[src/rtl/alu_issue_ctrl_pkg.sv]
// Shared ALU definitions: unit-select codes, issue-controller state encoding
// and the 2-bit sub-op constants understood by every execution unit.
package alu_issue_ctrl_pkg;

    typedef enum logic [1:0] {
        UNIT_ARITH = 2'b00,
        UNIT_LOGIC = 2'b01,
        UNIT_CMP   = 2'b10,
        UNIT_SHIFT = 2'b11
    } alu_unit_e;

    typedef enum logic [1:0] {
        ST_IDLE = 2'b00,
        ST_BUSY = 2'b01,
        ST_DONE = 2'b10
    } alu_state_e;

    localparam logic [1:0] ARITH_ADD = 2'b00;
    localparam logic [1:0] ARITH_SUB = 2'b01;
    localparam logic [1:0] ARITH_INC = 2'b10;
    localparam logic [1:0] ARITH_DEC = 2'b11;

    localparam logic [1:0] LOGIC_AND = 2'b00;
    localparam logic [1:0] LOGIC_OR  = 2'b01;
    localparam logic [1:0] LOGIC_XOR = 2'b10;
    localparam logic [1:0] LOGIC_NOT = 2'b11;

    localparam logic [1:0] CMP_EQ  = 2'b00;
    localparam logic [1:0] CMP_LT  = 2'b01;
    localparam logic [1:0] CMP_GT  = 2'b10;
    localparam logic [1:0] CMP_NE  = 2'b11;

    localparam logic [1:0] SHIFT_SLL = 2'b00;
    localparam logic [1:0] SHIFT_SRL = 2'b01;
    localparam logic [1:0] SHIFT_SRA = 2'b10;
    localparam logic [1:0] SHIFT_ROL = 2'b11;

    // Enable vector bit order: {SHIFT, CMP, LOGIC, ARITH}.
    function automatic logic [3:0] unit_onehot(input alu_unit_e unit);
        return 4'b0001 << unit;
    endfunction

endpackage

[src/rtl/alu_issue_ctrl.sv]
// Issues one command at a time to the selected ALU unit, waits for its
// result flag (with timeout) and holds the result until the consumer takes it.
module alu_issue_ctrl
    import alu_issue_ctrl_pkg::*;
#(
    parameter int OPERAND_WIDTH = 16,
    parameter int OUT_WIDTH     = 16,
    parameter int TIMEOUT_CYC   = 8
) (
    input  logic                     CLK,
    input  logic                     RST,
    input  logic                     REQ_VALID,
    output logic                     REQ_READY,
    input  logic [OPERAND_WIDTH-1:0] REQ_A,
    input  logic [OPERAND_WIDTH-1:0] REQ_B,
    input  logic [3:0]               REQ_FUN,
    output logic [OPERAND_WIDTH-1:0] A_OUT,
    output logic [OPERAND_WIDTH-1:0] B_OUT,
    output logic [1:0]               ALU_FUN_OUT,
    output logic                     ARITH_EN,
    output logic                     LOGIC_EN,
    output logic                     CMP_EN,
    output logic                     SHIFT_EN,
    input  logic                     ARITH_FLAG,
    input  logic                     LOGIC_FLAG,
    input  logic                     CMP_FLAG,
    input  logic                     SHIFT_FLAG,
    input  logic [OUT_WIDTH-1:0]     ARITH_OUT,
    input  logic [OUT_WIDTH-1:0]     LOGIC_OUT,
    input  logic [OUT_WIDTH-1:0]     CMP_OUT,
    input  logic [OUT_WIDTH-1:0]     SHIFT_OUT,
    output logic                     RES_VALID,
    input  logic                     RES_READY,
    output logic [OUT_WIDTH-1:0]     RES_DATA,
    output logic                     RES_ERR,
    output alu_state_e               STATE_DBG
);

    // Handshakes: a transfer happens on a rising edge where valid and ready are
    // both 1; valid is never dropped by the controller before ready is seen.

    localparam int CNT_W = 8;

    alu_state_e           state;
    alu_unit_e            unit_sel;
    logic [3:0]           en_q;
    logic [CNT_W-1:0]     cnt;
    logic                 req_ready_q;
    logic                 res_valid_q;
    logic [OUT_WIDTH-1:0] res_data_q;
    logic                 res_err_q;
    logic                 sel_flag;
    logic [OUT_WIDTH-1:0] sel_out;
    logic                 flag_ok;

    always_comb begin
        sel_flag = 1'b0;
        sel_out  = '0;
        case (unit_sel)
            UNIT_ARITH: begin sel_flag = ARITH_FLAG; sel_out = ARITH_OUT; end
            UNIT_LOGIC: begin sel_flag = LOGIC_FLAG; sel_out = LOGIC_OUT; end
            UNIT_CMP:   begin sel_flag = CMP_FLAG;   sel_out = CMP_OUT;   end
            UNIT_SHIFT: begin sel_flag = SHIFT_FLAG; sel_out = SHIFT_OUT; end
            default:    begin sel_flag = 1'b0;       sel_out = '0;        end
        endcase
    end

    // The first BUSY cycle (cnt == 1) may still see a flag left over from the
    // unit's previous job, so only later cycles qualify.
    assign flag_ok = sel_flag && (cnt != CNT_W'(1));

    always_ff @(posedge CLK) begin
        if (RST) begin
            state       <= ST_IDLE;
            unit_sel    <= UNIT_ARITH;
            en_q        <= '0;
            cnt         <= '0;
            req_ready_q <= 1'b1;
            res_valid_q <= 1'b0;
            res_data_q  <= '0;
            res_err_q   <= 1'b0;
            A_OUT       <= '0;
            B_OUT       <= '0;
            ALU_FUN_OUT <= '0;
        end else begin
            case (state)
                ST_IDLE: begin
                    if (REQ_VALID && req_ready_q) begin
                        A_OUT       <= REQ_A;
                        B_OUT       <= REQ_B;
                        ALU_FUN_OUT <= REQ_FUN[1:0];
                        unit_sel    <= alu_unit_e'(REQ_FUN[3:2]);
                        en_q        <= unit_onehot(alu_unit_e'(REQ_FUN[3:2]));
                        cnt         <= CNT_W'(1);
                        req_ready_q <= 1'b0;
                        state       <= ST_BUSY;
                    end
                end
                ST_BUSY: begin
                    // A genuine flag wins over a timeout on the same edge.
                    if (flag_ok) begin
                        res_data_q  <= sel_out;
                        res_err_q   <= 1'b0;
                        res_valid_q <= 1'b1;
                        en_q        <= '0;
                        cnt         <= '0;
                        state       <= ST_DONE;
                    end else if (cnt == CNT_W'(TIMEOUT_CYC)) begin
                        res_data_q  <= '0;
                        res_err_q   <= 1'b1;
                        res_valid_q <= 1'b1;
                        en_q        <= '0;
                        cnt         <= '0;
                        state       <= ST_DONE;
                    end else begin
                        cnt <= cnt + CNT_W'(1);
                    end
                end
                ST_DONE: begin
                    if (RES_READY) begin
                        res_valid_q <= 1'b0;
                        req_ready_q <= 1'b1;
                        state       <= ST_IDLE;
                    end
                end
                default: begin
                    en_q        <= '0;
                    req_ready_q <= 1'b1;
                    res_valid_q <= 1'b0;
                    state       <= ST_IDLE;
                end
            endcase
        end
    end

    assign REQ_READY = req_ready_q;
    assign RES_VALID = res_valid_q;
    assign RES_DATA  = res_data_q;
    assign RES_ERR   = res_err_q;
    assign ARITH_EN  = en_q[UNIT_ARITH];
    assign LOGIC_EN  = en_q[UNIT_LOGIC];
    assign CMP_EN    = en_q[UNIT_CMP];
    assign SHIFT_EN  = en_q[UNIT_SHIFT];
    assign STATE_DBG = state;

endmodule

[config.mk]
export PLATFORM = sky130hd
export DESIGN_NAME = alu_issue_ctrl
export DESIGN_NICKNAME = d
export VERILOG_FILES = /design/src/rtl/alu_issue_ctrl_pkg.sv /design/src/rtl/alu_issue_ctrl.sv
export SDC_FILE = /design/constraint.sdc
export NUM_CORES = 1
export LEC_CHECK = 0
export CAP_MARGIN = 5
export CORE_MARGIN = 10
export CORE_UTILIZATION = 40
export CTS_BUF_LIST = sky130_fd_sc_hd__clkbuf_4
export DETAILED_ROUTE_END_ITERATION = 16
export PLACE_DENSITY = 0.92
export SYNTH_ARGS = -nofsm -noshare
export SYNTH_HDL_FRONTEND = slang
export SYNTH_SLANG_ARGS = --single-unit
export TNS_END_PERCENT = 100
[constraint.sdc]
create_clock -name CLK -period 4.1 [get_ports CLK]
set_input_delay 0.82 -clock CLK [delete_from_list [all_inputs] [get_ports CLK]]
set_output_delay 0.82 -clock CLK [all_outputs]
set_load 0.01 [all_outputs]
==> impl_results.md <==
* Outcome: completed
* GR Util All Layers at 0.182
* Final ANT Viol Nets at 0
* CTS clk-pin slew, worst paths at about 0.11 ns
* Die ar. at ~12000 um2
* Clk Tree Root Cell: clkbuf_4
* Avg Cell Area, Syn at ~9.4 um2
* Vias/cell at between 5 and 6
* Setup tns final at 0 ns
* Asr flop ratio synth at 0
* Total Nets Final at 604
* Diodes inserted at 0
* Area of placed instances at between 4000 and 5000 um2
* CP Launch Type: flop
* Number of global-route vias before repair at between 3000 and 4000
* Hold Vio Cnt, Final at 0
* Synth warn at 0
* Mapped cell area at approximately 3100 um2
* Post-Synth XOR/XNOR Area at 0
* Number of setup buffers added after CTS at 0
* Pin count of the biggest net entering global routing at 52
* Share of cells above drive strength 1 at 0.0966
* Number of antenna violations at the first check in global routing at 0
* Cell Rows at 32
* I/O pin cnt at around 170
* Post-synthesis mux area share at 0.135
* Synth top area share at 0.440
* DR pass1 iterations at 4
* Fmax at 393 MHz
* Routed len/inst at 17.7 um
* Worst slew pin tran at 0.939 ns
* Yosys reg bits at between 60 and 70
* Critical Path AT at between 2 and 3 ns
* Via Count at 3129
* Power density cells at between 300 and 400 nW/um2
* Count of final setup violators at 0
* Lkg Pwr at 1.73 nW
* Grt ovf at 0
* Adder-Cell Fraction of Synth Area at 0.0120
* Max Fanout on Critical Path at 18
* Post-CTS sizing at 0
* Synth-to-Final Area Change at 58.1%
* Core Box Area at approximately 7700 um2
* Main synth FF type: dfxtp_1
* Max-Cap Viols at 0
* Cell variety after synth at 44
* DRC viols at 0
* Tmin final at approximately 2.5 ns
* Max IR drop VDD at between 0.2 and 0.3 mV
* Slew Viols, Final at 0
* # clock sinks at 69
* Initial Utilization at 0.408
* Global placer's final weighted congestion at approximately 0.82
* Synth top cells by count: 94 x nand2_1, 69 x dfxtp_1, 43 x a21oi_1, 17 x mux4_2, 13 x a32o_1
* Rel. slew slack at 0.372
* Compound-Gate Fraction of Synth Area at 0.174
* Seq/Total Area, Yosys at 0.440
* Hold_buf cts at 0
* Number of buffers added on ports at about 170
* Tcrit/Tclk final at 0.620
* Iteration-0 DRC Markers at 151
* WP data required at around 4.4 ns
* Crit path capture type: flop
* Simple-gate share of the synthesized area at 0.190
* Fin area at about 5000 um2
* Cell with the most instances after synthesis: nand2_1
* Layout Utilization at 0.646
* H-tree levels at 3
* RSZ-0062 raised after global routing: no
* Worst setup margin at 1.56 ns
* Pre-CTS WS at 0.867 ns
* First-pass GRT wire length at around 17 mm
* Routed WL at approximately 11 mm
* Clock tree buffer depth at 2
* Syn Inst Count at about 330
* Ranking of synthesized cells by area: dfxtp_1 44%, mux4_2 12%, nand2_1 11%, a21oi_1 6.9%, a32o_1 4.1%
* Crit Path Category: reg2reg
* Largest family of logic cells by synthesized area: simple AND/OR/NAND/NOR gates
* Die W at ~110 um
* Num CTS Buffers at 9
* Worst Hold Slack at between 0.4 and 0.5 ns
* Flop2flop setup slack at about 1.6 ns
* Clock skew at 0.00935 ns
* DP Wirelength at between 8 and 9 mm
* Post-synth EDFFs at 0
* Worst hold path type: reg2reg
* Chip Height at 109 um
* Synth area leader: dfxtp_1
* Syn_nets at between 400 and 500
* Clock latency on the worst-skew pair at ~0.40 ns
* CTS tree: yes
==> sequential cells by signal, indices dropped and copies added, names as in the netlist <==
register     cells
A_OUT           16
B_OUT           16
RES_DATA        16
cnt              8
en_q             4
ALU_FUN_OUT      2
STATE_DBG        2
unit_sel         2
REQ_READY        1
RES_ERR          1
RES_VALID        1
==> final cells by class <==
type,count,area [um2]
timing repair buffer,172,1700
multi-input combinational,237,1620
sequential,69,1380
tap,102,128
fill,636,2730
inverter,4,15.0
clock buffer,9,67.6
clock inverter,6,55.1
==> cells by family (layout without fill, tap and decap cells) <==
| kind of cell | Yosys count | count (layout) |
|---|---|---|
| buffers and inverters | 28 | 191 |
| and+or+nand+nor | 135 | 135 |
| AOI/OAI and AO/OA | 78 | 78 |
| adders and majority gates | 3 | 3 |
| DFF | 69 | 69 |
| muxes | 21 | 21 |
==> metal layers <==
layer  GRT usage  vias up  share of wire
li1            -     1525              -
met1       0.184     1457           0.35
met2       0.316      130           0.52
met3      0.0964       17           0.11
met4      0.0565        0          0.019
met5           0        -              0
==> worst max-delay path: stages (launching register included) <==
cell	delay, ns
dfxtp_1	0.40
ha_1	0.17
or2b_2	0.33
o41ai_4	0.76
nor3_1	0.29
clkbuf_2	0.25
a32o_1	0.24
==> report_power, final <==
group / switching [mW] / internal, mW
Sequential: 0.0279 / 0.714
Clock: 0.227 / 0.177
Combinational: 0.183 / 0.240
Total: 0.438 / 1.13
==> cell usage in the layout, fill, tap and decap left out, drive strengths merged, types with 2 or more instances in the layout <==
master	n
clkinv	5
mux2i	4
clkdlybuf4s50	165
inv	3
a31oi	4
nand2	94
a32o	13
o21ai	3
a31o	3
nand3	7
buf	6
nor4bb	2
nand4	2
clkbuf	10
nor2b	2
dfxtp	69
mux4	17
ha	3
or4	2
and3	2
nand4b	2
a21oi	43
nor3	8
or2b	2
o21a	2
nor2	8
==> worst paths after layout <==
| check | start | end | cells after the start |
|---|---|---|---|
| setup / recovery | cnt[0]$_SDFFE_PP0P_ | RES_DATA[15]$_SDFFE_PP0P_ | 6 |
| setup reg to reg | cnt[0]$_SDFFE_PP0P_ | RES_DATA[15]$_SDFFE_PP0P_ | 6 |
| hold reg to reg | A_OUT[12]$_SDFFE_PP0P_ | A_OUT[12]$_SDFFE_PP0P_ | 2 |
| hold / removal | A_OUT[12]$_SDFFE_PP0P_ | A_OUT[12]$_SDFFE_PP0P_ | 2 |
==> per-stage QoR <==
step	power (mW)	instances
2_1_floorplan	0.957	334
4_1_cts	1.59	598
3_5_place_dp	1.18	583
5_1_grt	1.66	599
3_3_place_gp	1.17	583
6_report	1.57	599
No activity file was read; power rests on OpenSTA's default activity.
